[src/rtl/mem_access_unit.sv]
// Memory-access stage: forwards ALU results to writeback, or runs one load/store
// handshake per mem instruction. Optional access timeout under MEM_ACCESS_TIMEOUT_EN.
module mem_access_unit #(
    parameter int DATA_W         = 24,
    parameter int DEST_W         = 4,
    parameter int TIMEOUT_CYCLES = 15
) (
    input  logic              clk,
    input  logic              rst,
    input  logic              writeback_enable,
    input  logic              mem_read_enable,
    input  logic              mem_write_enable,
    input  logic [DEST_W-1:0] instruction_dest,
    input  logic [DATA_W-1:0] alu_result,
    input  logic [DATA_W-1:0] write_data,
    output logic              stall,
    output logic              dmem_req,
    output logic              dmem_we,
    output logic [DATA_W-1:0] dmem_addr,
    output logic [DATA_W-1:0] dmem_wdata,
    input  logic              dmem_ack,
    input  logic [DATA_W-1:0] dmem_rdata,
    output logic              wb_valid,
    output logic              wb_enable,
    output logic [DEST_W-1:0] wb_dest,
    output logic [DATA_W-1:0] wb_data,
    output logic              mem_error
);

    typedef enum logic {IDLE, ACCESS} state_t;

    typedef struct packed {
        logic              is_store;
        logic              wb_en;
        logic [DEST_W-1:0] dest;
    } req_t;

    state_t state;
    req_t   req;
    logic   mem_op;
    logic   tmo_hit;
    logic   done;

    if (TIMEOUT_CYCLES < 1) begin : g_bad_tmo
        $error("TIMEOUT_CYCLES must be at least 1");
    end

    assign mem_op = mem_read_enable | mem_write_enable;

`ifdef MEM_ACCESS_TIMEOUT_EN
    localparam int CNT_W = $clog2(TIMEOUT_CYCLES + 1);
    logic [CNT_W-1:0] tmo_cnt;
    assign tmo_hit = (tmo_cnt == CNT_W'(TIMEOUT_CYCLES - 1));
`else
    assign tmo_hit   = 1'b0;
    assign mem_error = 1'b0;
`endif

    // Ack wins over a timeout landing on the same cycle.
    assign done  = dmem_ack | tmo_hit;
    assign stall = !rst && ((state == IDLE && mem_op) || (state == ACCESS && !done));

    always_ff @(posedge clk) begin
        if (rst) begin
            state      <= IDLE;
            req        <= '0;
            dmem_req   <= 1'b0;
            dmem_we    <= 1'b0;
            dmem_addr  <= '0;
            dmem_wdata <= '0;
            wb_valid   <= 1'b0;
            wb_enable  <= 1'b0;
            wb_dest    <= '0;
            wb_data    <= '0;
`ifdef MEM_ACCESS_TIMEOUT_EN
            tmo_cnt    <= '0;
            mem_error  <= 1'b0;
`endif
        end else begin
            wb_valid  <= 1'b0;
            wb_enable <= 1'b0;
`ifdef MEM_ACCESS_TIMEOUT_EN
            mem_error <= 1'b0;
`endif
            case (state)
                IDLE: begin
                    if (mem_op) begin
                        req.is_store <= mem_write_enable;
                        req.wb_en    <= writeback_enable;
                        req.dest     <= instruction_dest;
                        dmem_addr    <= alu_result;
                        dmem_wdata   <= write_data;
                        dmem_req     <= 1'b1;
                        dmem_we      <= mem_write_enable;
                        state        <= ACCESS;
`ifdef MEM_ACCESS_TIMEOUT_EN
                        tmo_cnt      <= '0;
`endif
                    end else begin
                        wb_valid  <= writeback_enable;
                        wb_enable <= writeback_enable;
                        wb_dest   <= instruction_dest;
                        wb_data   <= alu_result;
                    end
                end
                ACCESS: begin
                    if (done) begin
                        state    <= IDLE;
                        dmem_req <= 1'b0;
                        dmem_we  <= 1'b0;
                        wb_valid <= 1'b1;
                        wb_dest  <= req.dest;
                        if (dmem_ack) begin
                            // Stores retire their address; loads retire the returned data.
                            wb_enable <= req.wb_en & ~req.is_store;
                            wb_data   <= req.is_store ? dmem_addr : dmem_rdata;
                        end else begin
`ifdef MEM_ACCESS_TIMEOUT_EN
                            mem_error <= 1'b1;
`endif
                        end
                    end else begin
`ifdef MEM_ACCESS_TIMEOUT_EN
                        tmo_cnt <= tmo_cnt + 1'b1;
`endif
                    end
                end
                default: state <= IDLE;
            endcase
        end
    end

endmodule

[config.mk]
export PLATFORM = sky130hd
export DESIGN_NAME = mem_access_unit
export DESIGN_NICKNAME = d
export VERILOG_FILES = /design/src/rtl/mem_access_unit.sv
export SDC_FILE = /design/constraint.sdc
export NUM_CORES = 1
export LEC_CHECK = 0
export ABC_AREA = 1
export BUFFER_PORTS_ARGS = -buffer_cell sky130_fd_sc_hd__buf_2
export CELL_PAD_IN_SITES_DETAIL_PLACEMENT = 0
export CELL_PAD_IN_SITES_GLOBAL_PLACEMENT = 2
export CORE_MARGIN = 2
export CORE_UTILIZATION = 26
export CTS_CLUSTER_DIAMETER = 30
export DETAILED_ROUTE_END_ITERATION = 10
export GPL_ROUTABILITY_DRIVEN = 0
export PLACE_DENSITY_LB_ADDON = 0.1
export SYNTH_ARGS = -nofsm -noshare
export SYNTH_HDL_FRONTEND = slang
export SYNTH_SLANG_ARGS = --single-unit
[constraint.sdc]
create_clock -name clk -period 2.22 [get_ports clk]
set_input_delay 0.111 -clock clk [delete_from_list [all_inputs] [get_ports clk]]
set_output_delay 0.111 -clock clk [all_outputs]
set_load 0.01 [all_outputs]
## After elaboration in Yosys (flattened, before gate mapping)

Cells that the tools add are included.

| word-level totals | value |
|---|---|
| flip-flop bits (word level) | 87 |
| bits of input ports | 82 |
| bits in read-only memories | 0 |
| RAM bits | 0 |
| memories | 0 |
| logic and storage cells | 48 |
| bits in latches | 0 |

| operators by class | value |
|---|---|
| add/subtract/negate cells | 0 |
| div/mod/pow operators | 0 |
| equal/unequal tests | 3 |
| reduce and logical (&&, ||, !) cells | 9 |
| bitwise gates (word level) | 4 |
| $mul | 0 |
| mux-type cells | 20 |
| shift-type cells | 0 |
| $lt $le $gt $ge | 0 |

Operators by type and width:

| kind | count |
|---|---|
| $mux W24 | 3 |
| $pmux W24 S2 | 1 |
| $pmux W1 S2 | 5 |
| $mux W1 | 8 |
| $mux W4 | 2 |
| $pmux W4 S2 | 1 |
| $ne A2 B2 Y1 const B | 3 |
| $reduce_and A2 Y1 | 3 |
| $logic_and A1 B1 Y1 | 3 |
| $logic_not A1 Y1 | 2 |
| $not A1 Y1 | 2 |
| $and A1 B1 Y1 | 1 |
| $logic_or A1 B1 Y1 | 1 |
| $or A1 B1 Y1 | 1 |

## Depth between registers and ports, before layout

Gate-level depths: netlist of run 1.

| depth | value |
|---|---|
| word-level depth | 4 |
| mapped depth | 7 |
| depth with buffers taken out | 6 |

## Worst setup path after synthesis of run 1

No wires, ideal clock.

| timing | value |
|---|---|
| path type | flip-flop to flip-flop |
| start | register state |
| end | register wb_data[12] |
| slack | 1.069 ns |
| required time | 2.108 ns |
| arrival time | 1.039 ns |
| cell stages (with the launch flop) | 8 |
| path through | dfxtp_1 -> inv_2 -> o21ai_2 -> buf_4 -> buf_2 -> nand3_1 -> nor2_1 -> nor2_1 |

| between the ends | value |
|---|---|
| cells in the longest elaborated chain, start to end | 3 |

Ends and longest elaborated chain:

| item | RTL line | text |
|---|---|---|
| start: declaration | 38 | `state_t state;` |
| start signal: assignment | 65 | `state <= IDLE;` |
| start signal: assignment | 95 | `state <= ACCESS;` |
| start signal: assignment | 108 | `state <= IDLE;` |
| $not A1 Y1 | -- |  |
| $ne A2 B2 Y1 (no source line) | -- |  |
| $reduce_and A2 Y1 (no source line) | -- |  |
| end signal: assignment | 103 | `wb_data <= alu_result;` |
| end signal: assignment | 116 | `wb_data <= req.is_store ? dmem_addr : dmem_rdata;` |
| end: declaration | 26 | `output logic [DATA_W-1:0] wb_data,` |

Several ways; a longest one is shown, not always the timed one.
A chain may end at the register's enable or synchronous reset.

## Worst setup path in the final report of run 1

| timing | value |
|---|---|
| start | register state |
| end | output stall |

| between the ends | value |
|---|---|
| cells in the longest elaborated chain, start to end | 4 |

Ends and longest elaborated chain:

| item | RTL line | text |
|---|---|---|
| $not A1 Y1 | -- |  |
| $logic_and A1 B1 Y1 | 61 | `assign stall = !rst && ((state == IDLE && mem_op) \|\| (state == ACCESS && !done));` |
| $logic_or A1 B1 Y1 * | 61 |  |
| $logic_and A1 B1 Y1 * | 61 |  |
| end: declaration | 16 | `output logic stall,` |

Mark *: on every way between the ends. The rest lies on a longest branch, timed or not.

==> results of run 1 <==
Yosys cell counts:
| cell | number | share of area |
|---|---|---|
| nand2_1 | 156 | 0.15 |
| nor2_1 | 134 | 0.13 |
| dfxtp_1 | 87 | 0.46 |
| o21ai_0 | 31 | 0.041 |
| a21oi_1 | 29 | 0.038 |
| nand3_1 | 26 | 0.034 |
| nand3b_1 | 20 | 0.040 |
| clkbuf_1 | 19 | 0.019 |
| inv_1 | 17 | 0.017 |
| o21ai_1 | 15 | 0.020 |
| buf_2 | 14 | 0.019 |
| buf_4 | 5 | 0.0099 |
| inv_2 | 3 | 0.0030 |
| a21oi_2 | 1 | 0.0023 |
| conb_1 | 1 | 0.00099 |
| nand4_1 | 1 | 0.0017 |
| nor2_4 | 1 | 0.0030 |
| o21ai_2 | 1 | 0.0023 |
power groups by stage:
stage                     combinational, mW  sequential [mW]  clock, mW
after global placement                0.784             1.80          0
after global routing                  0.882             1.78       1.73
final                                 0.775             1.77       1.62
after CTS                             0.793             1.77       1.68
after detailed placement              0.789             1.80          0
after floorplan                       0.406             1.86          0
layout make-up:
cell class,count,area (um^2),share of cell area
Inverter,20,75.07,0.01485
Multi-Input combinational cell,416,1790,0.3542
Sequential cell,87,1742,0.3446
Timing Repair Buffer,174,903.4,0.1787
Clock inverter,3,67.56,0.01337
Clock buffer,12,246.5,0.04876
Tap cell,184,230.2,0.04554
stage by stage:
| step | std cells | hold WS (ps) | worst slack [ps] | power, mW | util |
|---|---|---|---|---|---|
| 3_5_place_dp | 880 | 360.2 | 391.3 | 2.591 | 0.3292 |
| 4_1_cts | 896 | 0.3654 | 148.4 | 4.241 | 0.3518 |
| 2_1_floorplan | 561 | 253.8 | 1069 | 2.264 | - |
| 6_report | 896 | 7.983 | 190.7 | 4.166 | 0.3518 |
| 3_3_place_gp | 880 | 349.9 | 449.3 | 2.585 | 0.3292 |
| 5_1_grt | 896 | 14.20 | 18.46 | 4.397 | 0.3518 |
per-layer routing:
layer	share of wire	wire [um]
met1	0.46	5860
met2	0.47	5874
met3	0.053	671
met4	0.017	209
met5	0	0
layout by cell type (no fill, tap or decap), types with 2 or more instances in the layout:
cell type | Yosys | final
buf_2 | 14 | 162
nand2_1 | 156 | 156
nor2_1 | 134 | 134
dfxtp_1 | 87 | 87
o21ai_0 | 31 | 31
a21oi_1 | 29 | 29
nand3_1 | 26 | 26
nand3b_1 | 20 | 20
inv_1 | 17 | 16
o21ai_1 | 15 | 15
buf_4 | 5 | 11
clkbuf_16 | 0 | 9
inv_2 | 3 | 3
clkbuf_1 | 19 | 2
bufinv_16 | 0 | 2
worst paths after layout:
check	startpoint	endpoint	cells after the start
hold reg to reg	wb_data[20]	wb_data[20]	2
hold / removal	write_data[12]	dmem_wdata[12]	3
setup / recovery	state	stall	5
setup reg to reg	state	wb_data[15]	6
logic make-up after synthesis:
family                 share of synthesized area
AO/OA/AOI/OAI                             0.1040
buffers and inverters                    0.06722
flip-flops                                0.4609
AND/OR/NAND/NOR                           0.3669
other                                  0.0009924
state kept, by name, summed over array words and instances (netlist names):
signal and count:
wb_data 24, state 1, dmem_req 1, wb_enable 1, dmem_addr 24, dmem_we 1
req 6, dmem_wdata 24, wb_dest 4, wb_valid 1
tightest hold or removal path: stages:
cell	delay, ps
buf_2	70
o21ai_1	50
nor2_1	70
repair_timing:
| item | in CTS | in global routing |
|---|---|---|
| setup endpoints to repair | 0 | 0 |
| endpoints found under the hold margin | 1 | 0 |
| hold buffers | 1 | 0 |
==> results.ini, run 1 <==
[floorplanning]
die_h_um=124.6
start_util=0.2630
io_pins=164
design.die.area_um2=15510
core_um2=14370
fp.dieW_um=124.6
rows=44

[final_layout]
area_growth_pct=33.77
fin_area_um2=5055
nets=790
drive_above_1_share=0.2697
antenna-diode-count=0
fillers=1651

[sta]
rsz0062_at_grt=false
finalHoldViolCount=0
period_share=0.9141
fin_setup_tns_ps=0
max_freq_ghz=0.4928
finClkSkew_ps=5.439
max_slew.worst_pin.slew_ps=1012
fin_crit_ps=2029
slew_viol_final=0
slew_headroom=0.3246
setup_violations=0

[synthesis]
synth_warnings=0
synthesis.area_um2=3779
ys_types=18
netlist_instances=561
ys_seq_area_frac=0.4609
postSynthAreaPerCell_um2=6.736
ys_ff_latch=87
synth_fp_nets=643

[worst_setup_path]
slowest_stage=nand2_1
end_kind=output pin
critical_path_arrival_ps=1920
path_buf_inv=2
cp-start-kind=flip-flop
crit_fanout=15
r2r_slack_ps=460
crit_family=simple AND/OR/NAND/NOR gates
worstPathCellList=inv_2 > nand2_1 > nand2_1 > nor2_4 > buf_2
slowest_delay_ps=420
cp_common_cell=nand2_1
worstSetupPathType=flip-flop to output pin
required_ps=2110

[global_route]
antenna_found_initial=0
overflow=0
grt_pass1_wl_um=20130
busiest_layer=met2
grt_max_degree=74
grt_use_met1=0.2076
grt_pass1_vias=3879
grt_use_met3=0.04038
grt_use_total=0.1634
met2_usage=0.2681

[clock_network]
path_clk_slew_ps=60
root_buffer=clkbuf_16
cts.sinks=87
post_cts_buffers=0
cts_buffers=9
insertion_delay_ps=340
tritoncts=done
h-tree-depth=3
clockBufferDepth=2
post_cts_resized=0

[place]
postPlaceCellArea_um2=4731
hpwl_um=8263
io_buffer_count=162

[pwr]
p_comb_frac=0.186
p_sw_frac=0.2773
net-switching-power_mw=1.155
pwr-share-clk=0.390
leakage_nw=2.634
seqPwrFrac=0.424
powerDensity_nw_per_um2=824.2
p_int_mw=3.011
vdd_drop_max_uv=307.6

[drt]
wl_um=12620
num_vias=3900
post-route-drc-count=0
wl_per_cell_um=14.08
vias_per_cell=4.353
dr.pass1.iters=4
drtIter0Drc=152
antenna_left=0

[job]
drv_cap=0

[status]
outcome=finished clean

[min_path]
hold_path_class=input pin to flip-flop

No activity file was read; power rests on OpenSTA's default activity.
==> run 2: changes to the inputs <==
--- a/config.mk
+++ b/config.mk
@@ -5,16 +5,17 @@
 export SDC_FILE = /design/constraint.sdc
 export NUM_CORES = 1
 export LEC_CHECK = 0
-export ABC_AREA = 1
 export BUFFER_PORTS_ARGS = -buffer_cell sky130_fd_sc_hd__buf_2
 export CELL_PAD_IN_SITES_DETAIL_PLACEMENT = 0
 export CELL_PAD_IN_SITES_GLOBAL_PLACEMENT = 2
 export CORE_MARGIN = 2
-export CORE_UTILIZATION = 26
+export CORE_UTILIZATION = 27
+export CTS_BUF_LIST = sky130_fd_sc_hd__clkbuf_16
 export CTS_CLUSTER_DIAMETER = 30
 export DETAILED_ROUTE_END_ITERATION = 10
 export GPL_ROUTABILITY_DRIVEN = 0
 export PLACE_DENSITY_LB_ADDON = 0.1
+export SKIP_LAST_GASP = 1
 export SYNTH_ARGS = -nofsm -noshare
 export SYNTH_HDL_FRONTEND = slang
 export SYNTH_SLANG_ARGS = --single-unit
==> results.ini, run 2 <==
[job]
drv_cap=0

[pwr]
leakage_nw=2.199
p_int_mw=2.706
net-switching-power_mw=1.018
p_sw_frac=0.2735
p_comb_frac=0.176
seqPwrFrac=0.474
powerDensity_nw_per_um2=773.3
pwr-share-clk=0.350
vdd_drop_max_uv=469.9

[final_layout]
antenna-diode-count=0
area_growth_pct=37.71
fillers=1358
nets=642
final_common_cell=buf_2
mostFrequentLayoutCells=buf_2 (162), nand2_1 (108), dfxtp_1 (86), a21oi_1 (81), mux2i_1 (21)
drive_above_1_share=0.3535
top_regs=dmem_addr (24), dmem_wdata (24), wb_data (24)
final_core_util=0.3816

[worst_setup_path]
cp-start-kind=flip-flop
end_kind=output pin
worstSetupPathType=flip-flop to output pin
rr_worst_depth=4
critical_path_arrival_ps=1730
crit_fanout=25
required_ps=2110

[floorplanning]
die_h_um=117.8
rows=41
design.die.area_um2=13880
core_um2=12620
fp.dieW_um=117.8
start_util=0.2771
io_pins=164

[synthesis]
synth_warnings=0
synth_top_area_cell=dfxtp_1
synthesis.area_um2=3497
synthFlopType=dfxtp_1
ys_ff_latch=87
netlist_instances=395
synth_fp_nets=477
netlist_top_cells_area=dfxtp_1 (50%), a21oi_1 (12%), nand2_1 (12%)
synth_commonest_cells=nand2_1 (108), dfxtp_1 (87), a21oi_1 (81)
synth_top_area_frac=0.4980
ys_seq_area_frac=0.4980
ys_types=28
synth-edff-count=0
postSynthAreaPerCell_um2=8.853
async_reset_ff_frac=0
synthMostInstantiatedCell=nand2_1

[sta]
period_share=0.8304
fin_setup_tns_ps=0
finClkSkew_ps=2.940
max_freq_ghz=0.5425
finalHoldViolCount=0
rsz0062_at_grt=false
slew_viol_final=0
setup_violations=0
max_slew.worst_pin.slew_ps=629.7
fin_crit_ps=1843
slew_headroom=0.5802

[place]
hpwl_um=7372
io_buffer_count=162

[clock_network]
h-tree-depth=3
clockBufferDepth=2
cts.sinks=87
insertion_delay_ps=340
path_clk_slew_ps=60
post_cts_buffers=0
root_buffer=clkbuf_16
tritoncts=done
cts_buffers=9

[global_route]
antenna_found_initial=0
grt_pass1_wl_um=17420
grt_max_degree=54
grt_pass1_vias=3208
overflow=0
grt_use_total=0.1606

[min_path]
hold_path_class=input pin to flip-flop
hold_path_depth=3

[status]
outcome=finished clean

[drt]
post-route-drc-count=0
drtIter0Drc=141
wl_um=11210
vias_per_cell=4.552
wl_per_cell_um=15.25
num_vias=3346
dr.pass1.iters=4
antenna_left=0

==> run 2: cell count changes in the layout (fill, tap and decap cells not counted), moves of 19 or more <==
| cell | previous run | this run |
|---|---|---|
| nor2_1 | 134 | 5 |
| mux2i_1 | 0 | 21 |
| o21ai_0 | 31 | 0 |
| nand3b_1 | 20 | 1 |
| a21oi_1 | 29 | 81 |
| nand3_1 | 26 | 7 |
| nand2_1 | 156 | 108 |
==> run 2: cell type report <==
type / count / area (um^2) / share of cell area
Timing Repair Buffer: 190 / 1064 / 0.2208
Sequential cell: 87 / 1743 / 0.3619
Clock inverter: 5 / 20.02 / 0.004157
Clock buffer: 9 / 225.2 / 0.04677
Tap cell: 172 / 215.2 / 0.04469
Multi-Input combinational cell: 272 / 1549 / 0.3216
==> run 2: path summary, 6_finish.rpt <==
kind	startpoint	to	slack, ps
worst max-delay path	state	stall	380
worst min-delay path	write_data[4]	dmem_wdata[4]	20
worst min register to register	dmem_wdata[10]	dmem_wdata[10]	450
worst max register to register	req[5]	wb_data[6]	650
==> run 2: critical path, cell delays in order, from the launching register on <==
cell and delay, ps:
dfxtp_1 360, or3_1 360, buf_4 250, nand2_8 220, nor2_1 70, buf_2 140
==> run 2: power groups by stage <==
stage                     logic, mW  registers, mW  clock network [mW]
after floorplan               0.337           1.83                   0
after global placement        0.637           1.80                   0
after detailed placement      0.642           1.80                   0
after CTS                     0.667           1.77                1.37
after global routing          0.729           1.78                1.43
final                         0.655           1.77                1.30
==> run 2: logic make-up after synthesis <==
kind of cell / Yosys count / share of synthesized area
AO/OA/AOI/OAI: 112 / 0.2021
buffers and inverters: 36 / 0.06118
flip-flops: 87 / 0.4980
multiplexers: 28 / 0.08265
other: 1 / 0.001072
AND/OR/NAND/NOR: 131 / 0.1549
==> run 2: layer usage <==
layer  global-route usage  wire length, um
met5                    0                0
met4              0.03389               88
met3              0.06686              778
met2               0.2496             5141
met1               0.2086             5200
==> run 2: metrics by stage <==
stage	hold slack, ps	total power, mW	instance area [um^2]	std cells	setup slack, ps
after floorplan	247.0	2.168	3497	395	896.6
after global placement	352.5	2.435	4400	704	697.9
after detailed placement	358.9	2.443	4400	704	645.7
after CTS	1.560	3.803	4816	735	344.3
after global routing	7.462	3.944	4816	735	202.4
final	16.91	3.724	4816	735	376.6
==> run 2: what timing repair did <==
action / 4_1_cts / 5_1_grt
resized for setup: 0 / 0
endpoints found under the hold margin: 17 / 0
hold buffers: 17 / 0
